File: config.mk
export PLATFORM = sky130hd
export DESIGN_NAME = pixel_write_queue
export DESIGN_NICKNAME = d
export VERILOG_FILES = /design/src/rtl/final_pkg.sv /design/src/rtl/pixel_fifo.sv /design/src/rtl/pixel_write_queue.sv
export SDC_FILE = /design/constraint.sdc
export NUM_CORES = 1
export LEC_CHECK = 0
export CAP_MARGIN = 10
export CORE_MARGIN = 1.5
export CORE_UTILIZATION = 35
export CTS_CLUSTER_SIZE = 20
export DETAILED_ROUTE_END_ITERATION = 8
export GPL_TIMING_DRIVEN = 0
export HOLD_SLACK_MARGIN = 0.03
export PLACE_DENSITY = 0.61
export SYNTH_ARGS = -nofsm -noshare
export SYNTH_HDL_FRONTEND = slang
export SYNTH_SLANG_ARGS = --single-unit
File: constraint.sdc
create_clock -name Clk -period 3.55 [get_ports Clk]
set_input_delay 0.8875 -clock Clk [delete_from_list [all_inputs] [get_ports Clk]]
set_output_delay 0.8875 -clock Clk [all_outputs]
set_load 0.005 [all_outputs]
File: src/rtl/final_pkg.sv
// Shared frame-buffer types and screen geometry for the ray-trace write path.
// Latency: n/a (types and constants only).
// Backpressure: n/a.
package final_pkg;

   localparam int SCREEN_W     = 640;
   localparam int SCREEN_H     = 480;
   localparam int FB_LAST_ADDR = SCREEN_W * SCREEN_H - 1;

   // Pixel colour, packed {B,G,R}, 8 bits per channel.
   typedef logic [2:0][7:0] color;

   // Linear frame-buffer word address (covers 640x480 = 307200 words).
   typedef logic [18:0] fb_addr;

   // One queued write: address in the upper bits, colour in the lower bits.
   typedef struct packed {
      fb_addr addr;
      color   col;
   } pixel_entry;

endpackage

File: src/rtl/pixel_fifo.sv
// Generic synchronous FIFO with registered level/full and storage cleared on reset.
// Latency: written entry is visible on rd_data the cycle after the push edge.
// Backpressure: push refused when full unless a pop happens in the same cycle; pop ignored when empty.
//
// Ports: clk, rst_n (async active-low), push/wr_data, pop/rd_data (head, combinational),
//        full, empty, level (0..DEPTH).
module pixel_fifo #(
   parameter int WIDTH = 43,
   parameter int DEPTH = 8,
   localparam int AW   = $clog2(DEPTH)
) (
   input  logic             clk,
   input  logic             rst_n,
   input  logic             push,
   input  logic [WIDTH-1:0] wr_data,
   input  logic             pop,
   output logic [WIDTH-1:0] rd_data,
   output logic             full,
   output logic             empty,
   output logic [AW:0]      level
);

   logic [WIDTH-1:0] mem [DEPTH];
   // Pointers carry one extra wrap bit so equal indices can be told apart as full vs empty.
   logic [AW:0]      wr_ptr;
   logic [AW:0]      rd_ptr;
   logic [AW:0]      level_q;
   logic [AW:0]      level_d;
   logic             full_q;
   logic             do_push;
   logic             do_pop;

   assign empty   = (wr_ptr == rd_ptr);
   assign do_pop  = pop && !empty;
   // A full FIFO still takes a push when the head leaves on the same edge.
   assign do_push = push && (!full_q || do_pop);

   always_comb begin
      level_d = level_q;
      case ({do_push, do_pop})
         2'b10:   level_d = level_q + 1'b1;
         2'b01:   level_d = level_q - 1'b1;
         default: level_d = level_q;
      endcase
   end

   always_ff @(posedge clk or negedge rst_n) begin
      if (!rst_n) begin
         wr_ptr  <= '0;
         rd_ptr  <= '0;
         level_q <= '0;
         full_q  <= 1'b0;
         for (int i = 0; i < DEPTH; i++) begin
            mem[i] <= '0;
         end
      end else begin
         if (do_push) begin
            mem[wr_ptr[AW-1:0]] <= wr_data;
            wr_ptr              <= wr_ptr + 1'b1;
         end
         if (do_pop) begin
            rd_ptr <= rd_ptr + 1'b1;
         end
         level_q <= level_d;
         full_q  <= (level_d == (AW+1)'(DEPTH));
      end
   end

   assign rd_data = mem[rd_ptr[AW-1:0]];
   assign full    = full_q;
   assign level   = level_q;

endmodule

File: src/rtl/pixel_write_queue.sv
// Elastic pixel write buffer: (x,y,colour) strobes -> linear address queue -> req/ack memory port.
// Latency: one cycle from WritePixel to Mem_req on an empty queue; one pop per cycle under constant ack.
// Backpressure: never stalls the producer; a strobe into a full queue with no pop is dropped and sets sticky Overflow.
//
// Ports: Clk, Reset_n (async active-low); WritePixel/WriteX/WriteY/Write_col (enqueue);
//        Mem_req/Mem_addr/Mem_data/Mem_ack (drain handshake); Queue_full, Level, Overflow, Frame_done.
// Build option: PWQ_BOUNDS_CHECK_EN drops off-screen strobes and adds the saturating Oob_count port.
module pixel_write_queue #(
   parameter int DEPTH    = 8,
   parameter int SCREEN_W = 640,
   parameter int SCREEN_H = 480
) (
   input  logic                     Clk,
   input  logic                     Reset_n,
   input  logic                     WritePixel,
   input  logic [9:0]               WriteX,
   input  logic [9:0]               WriteY,
   input  logic [23:0]              Write_col,
   output logic                     Mem_req,
   output logic [18:0]              Mem_addr,
   output logic [23:0]              Mem_data,
   input  logic                     Mem_ack,
   output logic                     Queue_full,
   output logic [$clog2(DEPTH):0]   Level,
   output logic                     Overflow,
   output logic                     Frame_done
`ifdef PWQ_BOUNDS_CHECK_EN
   ,
   output logic [15:0]              Oob_count
`endif
);

   import final_pkg::*;

   localparam int     LW        = $clog2(DEPTH) + 1;
   localparam fb_addr LAST_ADDR = fb_addr'(SCREEN_W * SCREEN_H - 1);

   typedef enum logic {
      ST_EMPTY  = 1'b0,
      ST_ACTIVE = 1'b1
   } drain_state_t;

   drain_state_t state_q;
   drain_state_t state_d;

   fb_addr     wr_addr;
   pixel_entry wr_entry;
   pixel_entry head;
   logic       fifo_full;
   logic       fifo_empty;
   logic [LW-1:0] fifo_level;
   logic       in_range;
   logic       push_req;
   logic       push_fire;
   logic       pop_fire;
   logic       overflow_q;
   logic       frame_done_q;

   // Full 19-bit arithmetic; out-of-range coordinates simply wrap.
   assign wr_addr  = fb_addr'(WriteY) * fb_addr'(SCREEN_W) + fb_addr'(WriteX);
   assign wr_entry = '{addr: wr_addr, col: color'(Write_col)};

`ifdef PWQ_BOUNDS_CHECK_EN
   assign in_range = (int'(WriteX) < SCREEN_W) && (int'(WriteY) < SCREEN_H);
`else
   assign in_range = 1'b1;
`endif

   assign push_req  = WritePixel && in_range;
   assign pop_fire  = Mem_req && Mem_ack;
   assign push_fire = push_req && (!fifo_full || pop_fire);

   pixel_fifo #(
      .WIDTH ($bits(pixel_entry)),
      .DEPTH (DEPTH)
   ) u_fifo (
      .clk     (Clk),
      .rst_n   (Reset_n),
      .push    (push_req),
      .wr_data (wr_entry),
      .pop     (pop_fire),
      .rd_data (head),
      .full    (fifo_full),
      .empty   (fifo_empty),
      .level   (fifo_level)
   );

   always_ff @(posedge Clk or negedge Reset_n) begin
      if (!Reset_n) begin
         state_q <= ST_EMPTY;
      end else begin
         state_q <= state_d;
      end
   end

   always_comb begin
      state_d = state_q;
      case (state_q)
         ST_EMPTY: begin
            if (push_fire) state_d = ST_ACTIVE;
         end
         ST_ACTIVE: begin
            // Only the last entry leaving with nothing arriving empties the queue.
            if (pop_fire && !push_fire && (fifo_level == LW'(1))) state_d = ST_EMPTY;
         end
         default: state_d = ST_EMPTY;
      endcase
   end

   always_ff @(posedge Clk or negedge Reset_n) begin
      if (!Reset_n) begin
         overflow_q   <= 1'b0;
         frame_done_q <= 1'b0;
      end else begin
         if (push_req && !push_fire) overflow_q <= 1'b1;
         frame_done_q <= pop_fire && (head.addr == LAST_ADDR);
      end
   end

`ifdef PWQ_BOUNDS_CHECK_EN
   logic [15:0] oob_q;
   always_ff @(posedge Clk or negedge Reset_n) begin
      if (!Reset_n) begin
         oob_q <= '0;
      end else if (WritePixel && !in_range && (oob_q != 16'hFFFF)) begin
         oob_q <= oob_q + 16'd1;
      end
   end
   assign Oob_count = oob_q;
`endif

   assign Mem_req    = (fifo_level != '0);
   assign Mem_addr   = head.addr;
   assign Mem_data   = head.col;
   assign Queue_full = fifo_full;
   assign Level      = fifo_level;
   assign Overflow   = overflow_q;
   assign Frame_done = frame_done_q;

   // The explicit drain state must always mirror occupancy.
   a_state_tracks_level: assert property (@(posedge Clk) disable iff (!Reset_n)
      (state_q == ST_ACTIVE) == (fifo_level != '0) && (fifo_empty == (fifo_level == '0)));

endmodule

# Yosys cells after proc, flatten, opt, wreduce, memory -nomap -nowiden
# Cells that the tools add are included.
# word_totals
regBits,359
# op_classes
add_sub_neg,5
n_mul,1
magnitude_cmp,3
n_eq_ne,5
mux,7
bitwise,2
n_reduce_logical,13
# op_table
op,count
$bwmux W344,1
$bmux W43 S3,1
$demux W43 S3,1
$mux W43,3
$add A19 B10 Y19,1
$eq A19 B19 Y1 const B,1
$add A4 B1 Y4 const B,3
$mul A10 B3 Y12 const B,1
$ge A4 B4 Y1 const B,2
$not A3 Y4,2
$pmux W4 S2,1
$logic_and A1 B1 Y1,7
$eq A4 B4 Y1,1
$eq A4 B4 Y1 const B,1
$lt A4 B1 Y1 const B,1
$reduce_bool A4 Y1,1
$sub A4 B1 Y4 const B,1
$logic_not A1 Y1,3
$eq A2 B1 Y1 const B,1
$eq A2 B2 Y1 const B,1
$logic_or A1 B1 Y1,2

# Depth between registers and ports, before layout
# Gate-level depths: netlist (run 1).
# depth
ltp_word,8
depth_mapped,12

# Cells and area by module
# A second synthesis (run 1) with hierarchy kept.
# hier_totals
cells_unflattened,1062
hier_area_um2,17660.7
# modules_own_cells
mod,instances,cells_each,area_per_inst_um2
pixel_fifo,1,954,16742.3
pixel_write_queue,1,108,918.4

# Worst setup path before layout (run 1)
# Ideal clock, no wire load.
# synth_timing
path_kind,in2reg
start,input WriteY[1]
end,register u_fifo.mem[170] (netlist name)
t_arrival_ps,3362
t_required_ps,3415
path_slack_ps,53
stages,9
path_buffers,0
cell_sequence,ha_1 ha_1 fa_1 xnor2_1 or3b_1 nor4_1 nand4_1 xnor2_2 o21ai_0
# synth_via
elab_chain_cells,3
# synth_rtl
element,line,source
start: declaration,pixel_write_queue.sv:17,"input logic [9:0] WriteY,"
$mul A10 B3 Y12,pixel_write_queue.sv:60,assign wr_addr = fb_addr'(WriteY) * fb_addr'(SCREEN_W) + fb_addr'(WriteX);
$add A19 B10 Y19,pixel_write_queue.sv:60,
$bwmux W344,pixel_fifo.sv:58,mem[wr_ptr[AW-1:0]] <= wr_data;
end signal: indexed assignment,pixel_fifo.sv:58,
end: declaration,pixel_fifo.sv:23,logic [WIDTH-1:0] mem [DEPTH];
# No other way between the ends.
# A chain may end at the register's enable or synchronous reset.

# Final worst setup path (run 1)
# layout_timing
start,register u_fifo.rd_ptr[0]
end,output Mem_data[14]
# layout_via
elab_chain_cells,4
# layout_rtl
element,line,source
start: declaration,pixel_fifo.sv:26,logic [AW:0] rd_ptr;
start signal: assignment,pixel_fifo.sv:62,rd_ptr <= rd_ptr + 1'b1;
$not A3 Y4 (implied by the code),pixel_fifo.sv:69,assign rd_data = mem[rd_ptr[AW-1:0]];
$bmux W43 S3,pixel_fifo.sv:69,
$mux W43 (implied by the code) (2 in series),pixel_fifo.sv:69,
end: declaration,pixel_write_queue.sv:21,"output logic [23:0] Mem_data,"
# No other way between the ends. The select of a mux whose other input is x is not followed.

==> results of run 1 <==
-- cells in the mapped netlist, drive strengths merged, types with 2 or more instances --
| cell type | number | area (µm²) |
|---|---|---|
| nand4 | 5 | 31.3 |
| nand4b | 6 | 52.6 |
| nand3 | 4 | 25.0 |
| nand2b | 4 | 25.0 |
| clkbuf | 54 | 203 |
| nor3b | 2 | 25.0 |
| dfrtp | 359 | 8980 |
| xnor2 | 23 | 209 |
| a21oi | 25 | 125 |
| xor2 | 4 | 35.0 |
| a211oi | 3 | 22.5 |
| fa | 3 | 60.1 |
| nand3b | 3 | 22.5 |
| buf | 73 | 353 |
| inv | 6 | 22.5 |
| a21o | 4 | 30.0 |
| nor4 | 2 | 18.8 |
| nor3 | 4 | 20.0 |
| o21ai | 77 | 389 |
| nor2 | 32 | 120 |
| nor4b | 4 | 47.6 |
| o211ai | 2 | 15.0 |
| ha | 24 | 300 |
| or3b | 3 | 26.3 |
| mux2 | 45 | 507 |
| nand2 | 848 | 3180 |
| mux4 | 86 | 1940 |
-- worst paths after layout --
kind	start	to	slack (ps)	cells after the start
setup / recovery	u_fifo.rd_ptr[0]$_DFFE_PN0P_	Mem_data[14]	6	8
hold / removal	Reset_n	u_fifo.mem[251]$_DFFE_PN0P_	260	1
setup reg to reg	u_fifo.level[1]$_DFF_PN0_	u_fifo.full$_DFF_PN0_	190	11
hold reg to reg	u_fifo.mem[10]$_DFFE_PN0P_	u_fifo.mem[10]$_DFFE_PN0P_	470	2
max in group asynchronous	Reset_n	u_fifo.mem[19]$_DFFE_PN0P_	1390	4
min in group Clk	u_fifo.mem[10]$_DFFE_PN0P_	u_fifo.mem[10]$_DFFE_PN0P_	470	2
-- worst max-delay path, cell delays in order, from the launching register on --
cell and delay [ps]:
dfrtp_1 370, buf_8 150, buf_12 120, buf_16 150, buf_12 150, buf_6 110
mux4_2 510, mux2_4 280, dlygate4sd2_1 260
-- flip-flops by register name (all words and copies together), names as in the netlist --
register       cells
Frame_done         1
u_fifo.wr_ptr      4
Overflow           1
u_fifo.rd_ptr      4
u_fifo.level       4
u_fifo.full        1
u_fifo.mem       344
-- area by class of cell --
cell class	instances	area, µm²
inverters	6	22.5
multi-input cells	1226	7630
clock buffers	55	1160
diodes	2	5.00
fillers	4449	26800
plain buffers	127	822
clock inverters	14	229
repair buffers	115	1300
flip-flops and latches	359	8980
well taps	615	769
-- kinds of logic after synthesis --
logic type / count (synthesis)
xor+xnor: 27
compound gates: 119
mux: 132
flops: 359
simple gates: 921
fa+ha+maj: 27
buf+inv: 133
-- power by group --
| group | total, mW | internal (mW) | switching (mW) |
|---|---|---|---|
| logic | 9.36 | 4.92 | 4.44 |
| clock network | 4.37 | 2.71 | 1.66 |
| registers | 6.96 | 5.93 | 1.03 |
| total | 20.7 | 13.6 | 7.12 |
-- routing by layer --
metal	vias up	share of wire, %	wire [µm]	GRT usage, %
li1	5930	-	-	-
met1	6343	43	20600	25.8
met2	340	49	23500	32.4
met3	78	5.0	2360	3.21
met4	0	2.7	1290	6.93
met5	-	0	0	0
-- timing repair --
action,4_1_cts,5_1_grt
buffers inserted,19,22
endpoints found under the setup margin,68,74
hold buffers,0,0
pin swaps,1,9
gates cloned,3,1
resized for setup,179,59
==> flow_summary_export.csv, run 1 <==
group,metric,value,unit
status,status,"completed",
setup_path,crit_arrival,2660,ps
clock_network,cts_buffers,38,
synthesis,synth_compound_area_share,3.99,%
timing,relSlewSlack,27.6,%
setup_path,cp.required,2660,ps
placement,gp_congestion,0.809,
placement,dp_hpwl,31800,µm
timing,setup_viol,0,
synthesis,ys_seq_elements,359,
synthesis,ys.flop_type,"dfrtp_1",
cells_and_area,finalInstanceArea,0.0209,mm²
synthesis,async_reset_ff_share,100,%
setup_path,worst-path-max-fanout,9,
synthesis,synth_top_family_by_area,"simple AND/OR/NAND/NOR gates",
timing,fmax,282,MHz
timing,fin_crit,3540,ps
floorplanning,ios,99,
synthesis,netlist_area,0.0169,mm²
power_and_ir_drop,total_power,20.7,mW
routing,routed_via_density,5.04,
placement,placed_area,0.0184,mm²
cells_and_area,syn_to_final_growth,23.6,%
floorplanning,initial_utilization,35.4,%
clock_network,htreeDepth,2,
global_route,antenna_found_initial,1,
synthesis,ys_warn_count,0,
clock_network,clockBufferDepth,3,
timing,setup_ws,5.72,ps
floorplanning,die_w,223,µm
global_route,grt_max_degree,111,
placement,place_ws,-1200,ps
power_and_ir_drop,peakVddDrop,0.394,mV
global_route,grt_pass1_vias,13200,
cells_and_area,layout-drive-gt1-share,18.7,%
floorplanning,rows,80,
timing,rsz0062_at_grt,"true",
synthesis,synth_nets,1793,
routing,vias,12700,
cells_and_area,final_cells,2519,
global_route,grt_pass1_wl,75100,µm
placement,dp.cells,2403,
global_route,grt_overflow,0,
synthesis,yosysSeqAreaShare,53.1,%
placement,numPortBuffers,67,
routing,drtIter0Drc,1115,
synthesis,synth_xor_area_share,1.44,%
timing,tightest_slew,1080,ps
routing,firstDrtPassIters,5,
routing,drt_wl_total,47700,µm
floorplanning,die_y,223,µm
clock_network,clk_latency,540,ps
synthesis,synth-simple-area-share,21.4,%
timing,tns,0,ps
routing,ant_nets,0,
setup_path,cp-start-kind,"flop",
timing,hold_viol_final,0,
timing,finalCritPeriodShare,99.8,%
global_route,grt_use_total,19.5,%
floorplanning,dieArea,0.0497,mm²
setup_path,endpoint_kind,"output port",
run,drv_cap,0,
clock_network,root_buffer,"clkbuf_16",
clock_network,clk_pin_slew,60,ps
clock_network,clock_sinks,359,
hold_path,hp-class,"input port to asynchronous set/reset pin",
cells_and_area,utilization,43.8,%
power_and_ir_drop,powerDensity,989,mW/mm²
routing,drc_errors,0,
cells_and_area,mostFrequentLayoutCell,"nand2_1",
synthesis,synth_fa_ha_area_share,2.13,%
synthesis,muxShareOfSynthArea,14.5,%
synthesis,synth_edf_count,0,
routing,wire_per_inst,18.9,µm
timing,fin_hold_ws,263,ps
power_and_ir_drop,leakage,10.3,nW
clock_network,cts_tree,"yes",
synthesis,yosysUniqueCellTypes,48,
timing,drv_slew,0,
cells_and_area,nNetsFinal,1948,
synthesis,netlist_instances,1718,
synthesis,avgSynthCellArea,9.85,µm²
cells_and_area,layout_common_cells,"847 x nand2_1, 359 x dfrtp_1, 86 x mux4_2",
floorplanning,core_area,0.0477,mm²
timing,clock_skew,12.2,ps
setup_path,critical_path_class,"flop to output port",
No activity file was read; power rests on OpenSTA's default activity.
==> run 2: changes to the inputs <==
Settings changed: CORE_UTILIZATION 35 to 55, PLACE_DENSITY 0.61 to 0.83, TNS_END_PERCENT set to 50.
==> run 2 against run 1 <==
The flow now finishes with violations (setup timing). Clock skew is 7.7 ps higher. Maximum frequency shrank 1.4%. Critical path type unchanged. Non-clock buffer count fell by 14. Largest cell class unchanged. Critical endpoint is now Mem_data[8].
==> flow_summary_export.csv, run 2 (synthesized netlist as in run 1, its figures left out) <==
group,metric,value,unit
status,status,"finished with violations",
status,failed_checks,"setup timing",
power_and_ir_drop,powerDensity,995,mW/mm²
routing,wire_per_inst,20.9,µm
timing,hold_viol_final,0,
cells_and_area,regMostFlops,"u_fifo.mem",
cells_and_area,final_cells,2281,
setup_path,endpoint_kind,"output port",
routing,routed_via_density,6.06,
routing,drt_wl_total,47800,µm
cells_and_area,diodes,0,
routing,vias,13800,
cells_and_area,multi_input_area,0.00753,mm²
cells_and_area,mostFrequentLayoutCell,"nand2_1",
routing,ant_nets,0,
power_and_ir_drop,leakage,9.95,nW
floorplanning,die_y,178,µm
cells_and_area,utilization,65.9,%
routing,drc_errors,0,
timing,drv_slew,0,
setup_path,crit_arrival,2710,ps
clock_network,hold_buffers,0,
clock_network,clk_pin_slew,60,ps
clock_network,root_buffer,"clkbuf_16",
global_route,grt_util_met2,48.2,%
timing,clock_skew,20.0,ps
global_route,gr-max-usage-layer,"met2",
global_route,antenna_found_initial,0,
timing,tns,-239,ps
routing,drtIter0Drc,1679,
timing,finalCritPeriodShare,101,%
floorplanning,die_w,178,µm
setup_path,cp.required,2660,ps
cells_and_area,fillCellCount,2088,
clock_network,cts_buffers,37,
clock_network,clk_latency,550,ps
cells_and_area,regArea,0.00898,mm²
timing,setup_ws,-46.2,ps
clock_network,htreeDepth,2,
hold_path,hp-class,"input port to asynchronous set/reset pin",
global_route,use_met1,38.3,%
power_and_ir_drop,peakVddDrop,0.409,mV
placement,numPortBuffers,67,
global_route,grt_overflow,0,
global_route,grt_pass1_vias,13600,
timing,fin_crit,3600,ps
setup_path,worst-path-max-fanout,7,
cells_and_area,layout-drive-gt1-share,17.3,%
run,drv_cap,0,
cells_and_area,nNetsFinal,1933,
global_route,grt_pass1_wl,72100,µm
placement,dp.cells,2183,
floorplanning,initial_utilization,55.6,%
global_route,grt_use_total,29.6,%
clock_network,cts_tree,"yes",
setup_path,critical_path_class,"flop to output port",
floorplanning,ios,99,
floorplanning,dieArea,0.0318,mm²
placement,dp_hpwl,30100,µm
cells_and_area,largest_register_ffs,344,
cells_and_area,syn_to_final_growth,18.6,%
global_route,grtUsageMet3,5.88,%
cells_and_area,layout_common_cells,"848 x nand2_1, 359 x dfrtp_1, 86 x mux4_2",
routing,firstDrtPassIters,8,
timing,setup_viol,9,
timing,rsz0062_at_grt,"true",
floorplanning,rows,64,
timing,fmax,278,MHz
global_route,grt_max_degree,129,
setup_path,cp-start-kind,"flop",
floorplanning,core_area,0.0304,mm²
placement,gp_congestion,0.883,
timing,tightest_slew,1130,ps
timing,relSlewSlack,24.0,%
clock_network,clock_sinks,359,
clock_network,clockBufferDepth,3,
[run 2: cell count changes in the layout (fill, tap and decap cells not counted), sizes merged]
| cell | delta |
|---|---|
| clkinv | +7 |
| clkdlybuf4s50 | +12 |
| buf | -24 |
| clkinvlp | -1 |
| dlymetal6s2s | -2 |
| diode | -2 |
| bufbuf | -2 |
| dlygate4sd2 | -1 |
| bufinv | -4 |
| inv | +1 |
| clkbuf | -3 |
[run 2: routing by layer]
| layer | part of all wire [%] | vias to the layer above |
|---|---|---|
| li1 | - | 5898 |
| met3 | 10 | 204 |
| met2 | 48 | 894 |
| met1 | 37 | 6838 |
| met4 | 4.5 | 0 |
| met5 | 0 | - |
[run 2: area by class of cell]
cell class | instances | share of cell area (%)
tap | 396 | 2.47
sequential | 359 | 44.8
inverter | 6 | 0.112
clock inverter | 17 | 0.817
timing repair buffer | 101 | 5.29
multi-input combinational | 1226 | 37.6
buffer | 127 | 3.84
clock buffer | 49 | 5.14
[run 2: timing repair]
item	in CTS	in global routing
gates resized for setup	98	59
pin swaps	2	8
setup buffers	7	22
setup endpoints to repair	74	53
gates cloned	0	3
[run 2: report_power, final]
part | switching, mW | internal (mW)
Sequential | 1.10 | 5.93
Combinational | 4.52 | 4.53
Clock | 1.67 | 2.20
[run 2: metrics by stage]
stage	power (mW)	hold WS, ps	area [µm²]	worst slack (ps)
5_1_grt	20.9	484	20100	-95.9
3_3_place_gp	14.7	452	18100	-13430
6_report	20.0	392	20100	-46.2
4_1_cts	19.3	453	19600	-97.2
2_1_floorplan	11.9	440	16900	53.0
3_5_place_dp	15.1	457	18100	-1030
[run 2: worst paths after layout]
path	depth (start not counted)	from	slack, ps	to
worst max register to register	11	u_fifo.level[1]$_DFF_PN0_	90	u_fifo.full$_DFF_PN0_
worst max-delay path	8	u_fifo.rd_ptr[0]$_DFFE_PN0P_	-50	Mem_data[8]
worst min-delay path	1	Reset_n	390	u_fifo.mem[229]$_DFFE_PN0P_
max in group asynchronous	3	Reset_n	1510	u_fifo.mem[206]$_DFFE_PN0P_
worst min register to register	2	u_fifo.mem[186]$_DFFE_PN0P_	470	u_fifo.mem[186]$_DFFE_PN0P_
min in group Clk	2	u_fifo.mem[186]$_DFFE_PN0P_	470	u_fifo.mem[186]$_DFFE_PN0P_
[run 2: worst max-delay path, stage by stage, from the launching register on]
cell           delay, ps
dfrtp_1              380
buf_6                170
buf_12               130
buf_16               140
buf_12               130
buf_8                120
mux4_2               520
mux2_2               310
dlygate4sd2_1        270
==> run 3: changes to the inputs <==
Settings changed: MAX_ROUTING_LAYER set to met4.
==> run 3 against run 2 <==
Non-clock buffer count up 1. Final cell count about the same. Sequential share of layout area down 0.078 points. Design area up 0.17%. Via count up 0.17%. The flow still finishes with violations (setup timing). Die area unchanged.
==> flow_summary_export.csv, run 3 (synthesized netlist as in run 1, its figures left out) <==
group,metric,value,unit
floorplanning,ios,99,
clock_network,root_buffer,"clkbuf_16",
timing,drv_slew,0,
power_and_ir_drop,power.share.combinational,45.5,%
setup_path,crit_slowest_cell,"clkdlybuf4s50_1",
power_and_ir_drop,p_int,12.7,mW
setup_path,endpoint_kind,"output port",
setup_path,worst-path-max-fanout,10,
setup_path,cp.required,2660,ps
clock_network,clockBufferDepth,3,
setup_path,crit_chain,"buf_6 -> buf_4 -> clkbuf_2 -> mux4_2 -> mux2_2 -> clkdlybuf4s50_1",
cells_and_area,regMostFlops,"u_fifo.mem",
global_route,grt_pass1_vias,13600,
setup_path,crit_arrival,2700,ps
cells_and_area,layout-drive-gt1-share,17.5,%
setup_path,cp-start-kind,"flop",
setup_path,regToRegSetupSlack,190,ps
routing,vias,13900,
setup_path,critPathTopFamily,"buffers and inverters",
global_route,grt_use_total,30.5,%
timing,tightest_slew,1100,ps
timing,hold_viol_final,0,
global_route,grt_max_degree,129,
setup_path,cp_num_buf_inv,4,
floorplanning,die_w,178,µm
cells_and_area,diodes,0,
routing,routed_via_density,6.07,
global_route,antenna_found_initial,0,
routing,firstDrtPassIters,8,
status,failed_checks,"setup timing",
power_and_ir_drop,clkPwrFrac,19.4,%
timing,finalCritPeriodShare,101,%
cells_and_area,syn_to_final_growth,18.8,%
routing,drtIter0Drc,1729,
placement,dp.cells,2183,
clock_network,hold_buffers,0,
routing,drc_errors,0,
setup_path,r2r_cells,11,
clock_network,clk_latency,550,ps
power_and_ir_drop,swShare,36.6,%
setup_path,slowest_delay,440,ps
placement,dp_hpwl,30100,µm
run,drv_cap,0,
clock_network,clk_pin_slew,70,ps
power_and_ir_drop,leakage,9.96,nW
power_and_ir_drop,peakVddDrop,0.415,mV
placement,gp_congestion,0.898,
timing,setup_ws,-40.9,ps
timing,clock_skew,20.5,ps
timing,setup_viol,7,
cells_and_area,final_cells,2282,
setup_path,rr_endpoint,"u_fifo.full$_DFF_PN0_",
power_and_ir_drop,p_switching,7.32,mW
power_and_ir_drop,power_frac_seq,35.2,%
status,status,"finished with violations",
floorplanning,dieArea,0.0318,mm²
power_and_ir_drop,total_power,20.0,mW
timing,fmax,278,MHz
placement,place_ws,-1030,ps
clock_network,cts_buffers,37,
setup_path,critical_path_class,"flop to output port",
floorplanning,core_area,0.0304,mm²
floorplanning,initial_utilization,55.6,%
global_route,grt_pass1_wl,72100,µm
clock_network,clock_sinks,359,
timing,fin_crit,3590,ps
cells_and_area,largest_register_ffs,344,
clock_network,cts_tree,"yes",
routing,wire_per_inst,21.1,µm
cells_and_area,layout_common_cells,"848 x nand2_1, 359 x dfrtp_1, 86 x mux4_2",
placement,numPortBuffers,67,
cells_and_area,mostFrequentLayoutCell,"nand2_1",
timing,rsz0062_at_grt,"true",
cells_and_area,nNetsFinal,1934,
global_route,grt_overflow,0,
timing,relSlewSlack,25.8,%
timing,fin_hold_ws,384,ps
clock_network,htreeDepth,2,
setup_path,worstSetupPathDepth,6,
setup_path,r2r-start,"u_fifo.level[1]$_DFF_PN0_",
power_and_ir_drop,powerDensity,996,mW/mm²
floorplanning,die_y,178,µm
cells_and_area,utilization,66.1,%
floorplanning,rows,64,
routing,ant_nets,0,
hold_path,hp-class,"input port to asynchronous set/reset pin",
routing,drt_wl_total,48300,µm
[run 3: changes by cell type in the layout (fill, tap and decap cells not counted), sizes merged]
cell	before	now
dlygate4sd2	10	8
buf	105	106
clkdlybuf4s15	7	8
clkbuf	108	109
[run 3: area by class of cell]
class / instances / area (µm²)
tap: 396 / 495
inverter: 6 / 22.5
clock buffer: 49 / 1030
timing repair buffer: 102 / 1070
fill: 2082 / 10300
buffer: 127 / 771
clock inverter: 17 / 164
sequential: 359 / 8980
multi-input combinational: 1226 / 7560
[run 3: how the worst max path moves through the flow]
stage | startpoint | to | slack, ps
after floorplan | WriteY[1] | u_fifo.mem[170]$_DFFE_PN0P_ | 50
after global placement | Reset_n | u_fifo.mem[251]$_DFFE_PN0P_ | -13430
after detailed placement | u_fifo.rd_ptr[1]$_DFFE_PN0P_ | Mem_data[16] | -1030
after CTS | u_fifo.rd_ptr[0]$_DFFE_PN0P_ | Mem_data[19] | -100
after global routing | u_fifo.rd_ptr[0]$_DFFE_PN0P_ | Mem_data[8] | -90
final | u_fifo.rd_ptr[1]$_DFFE_PN0P_ | Mem_addr[7] | -40
[run 3: stage by stage]
step | instance area (µm²) | setup TNS, ps
CTS | 19600 | -1060
floorplan | 16900 | 0
global placement | 18100 | -4858870
detailed placement | 18100 | -64320
finish | 20100 | -176
global route | 20100 | -1260
[run 3: power by group through the flow]
stage,Clock [mW],Combinational [mW],Sequential (mW)
final,3.88,9.10,7.04
after global routing,4.05,9.72,7.19
after CTS,3.86,8.45,6.96
after detailed placement,0,8.16,6.98
after global placement,0,7.83,6.88
after floorplan,0,5.28,6.64
[run 3: what timing repair did]
action / CTS / global route
resized for setup: 98 / 66
buffers inserted: 7 / 23
setup endpoints to repair: 74 / 53
pin swaps: 2 / 9
cloned: 0 / 3
[run 3: per-layer routing]
layer | up-vias | GRT usage, % | part of all wire (%)
met3 | 191 | 5.97 | 9.9
li1 | 5894 | - | -
met5 | - | - | 0
met2 | 929 | 48.0 | 49
met4 | 0 | 14.4 | 4.4
met1 | 6843 | 38.4 | 37
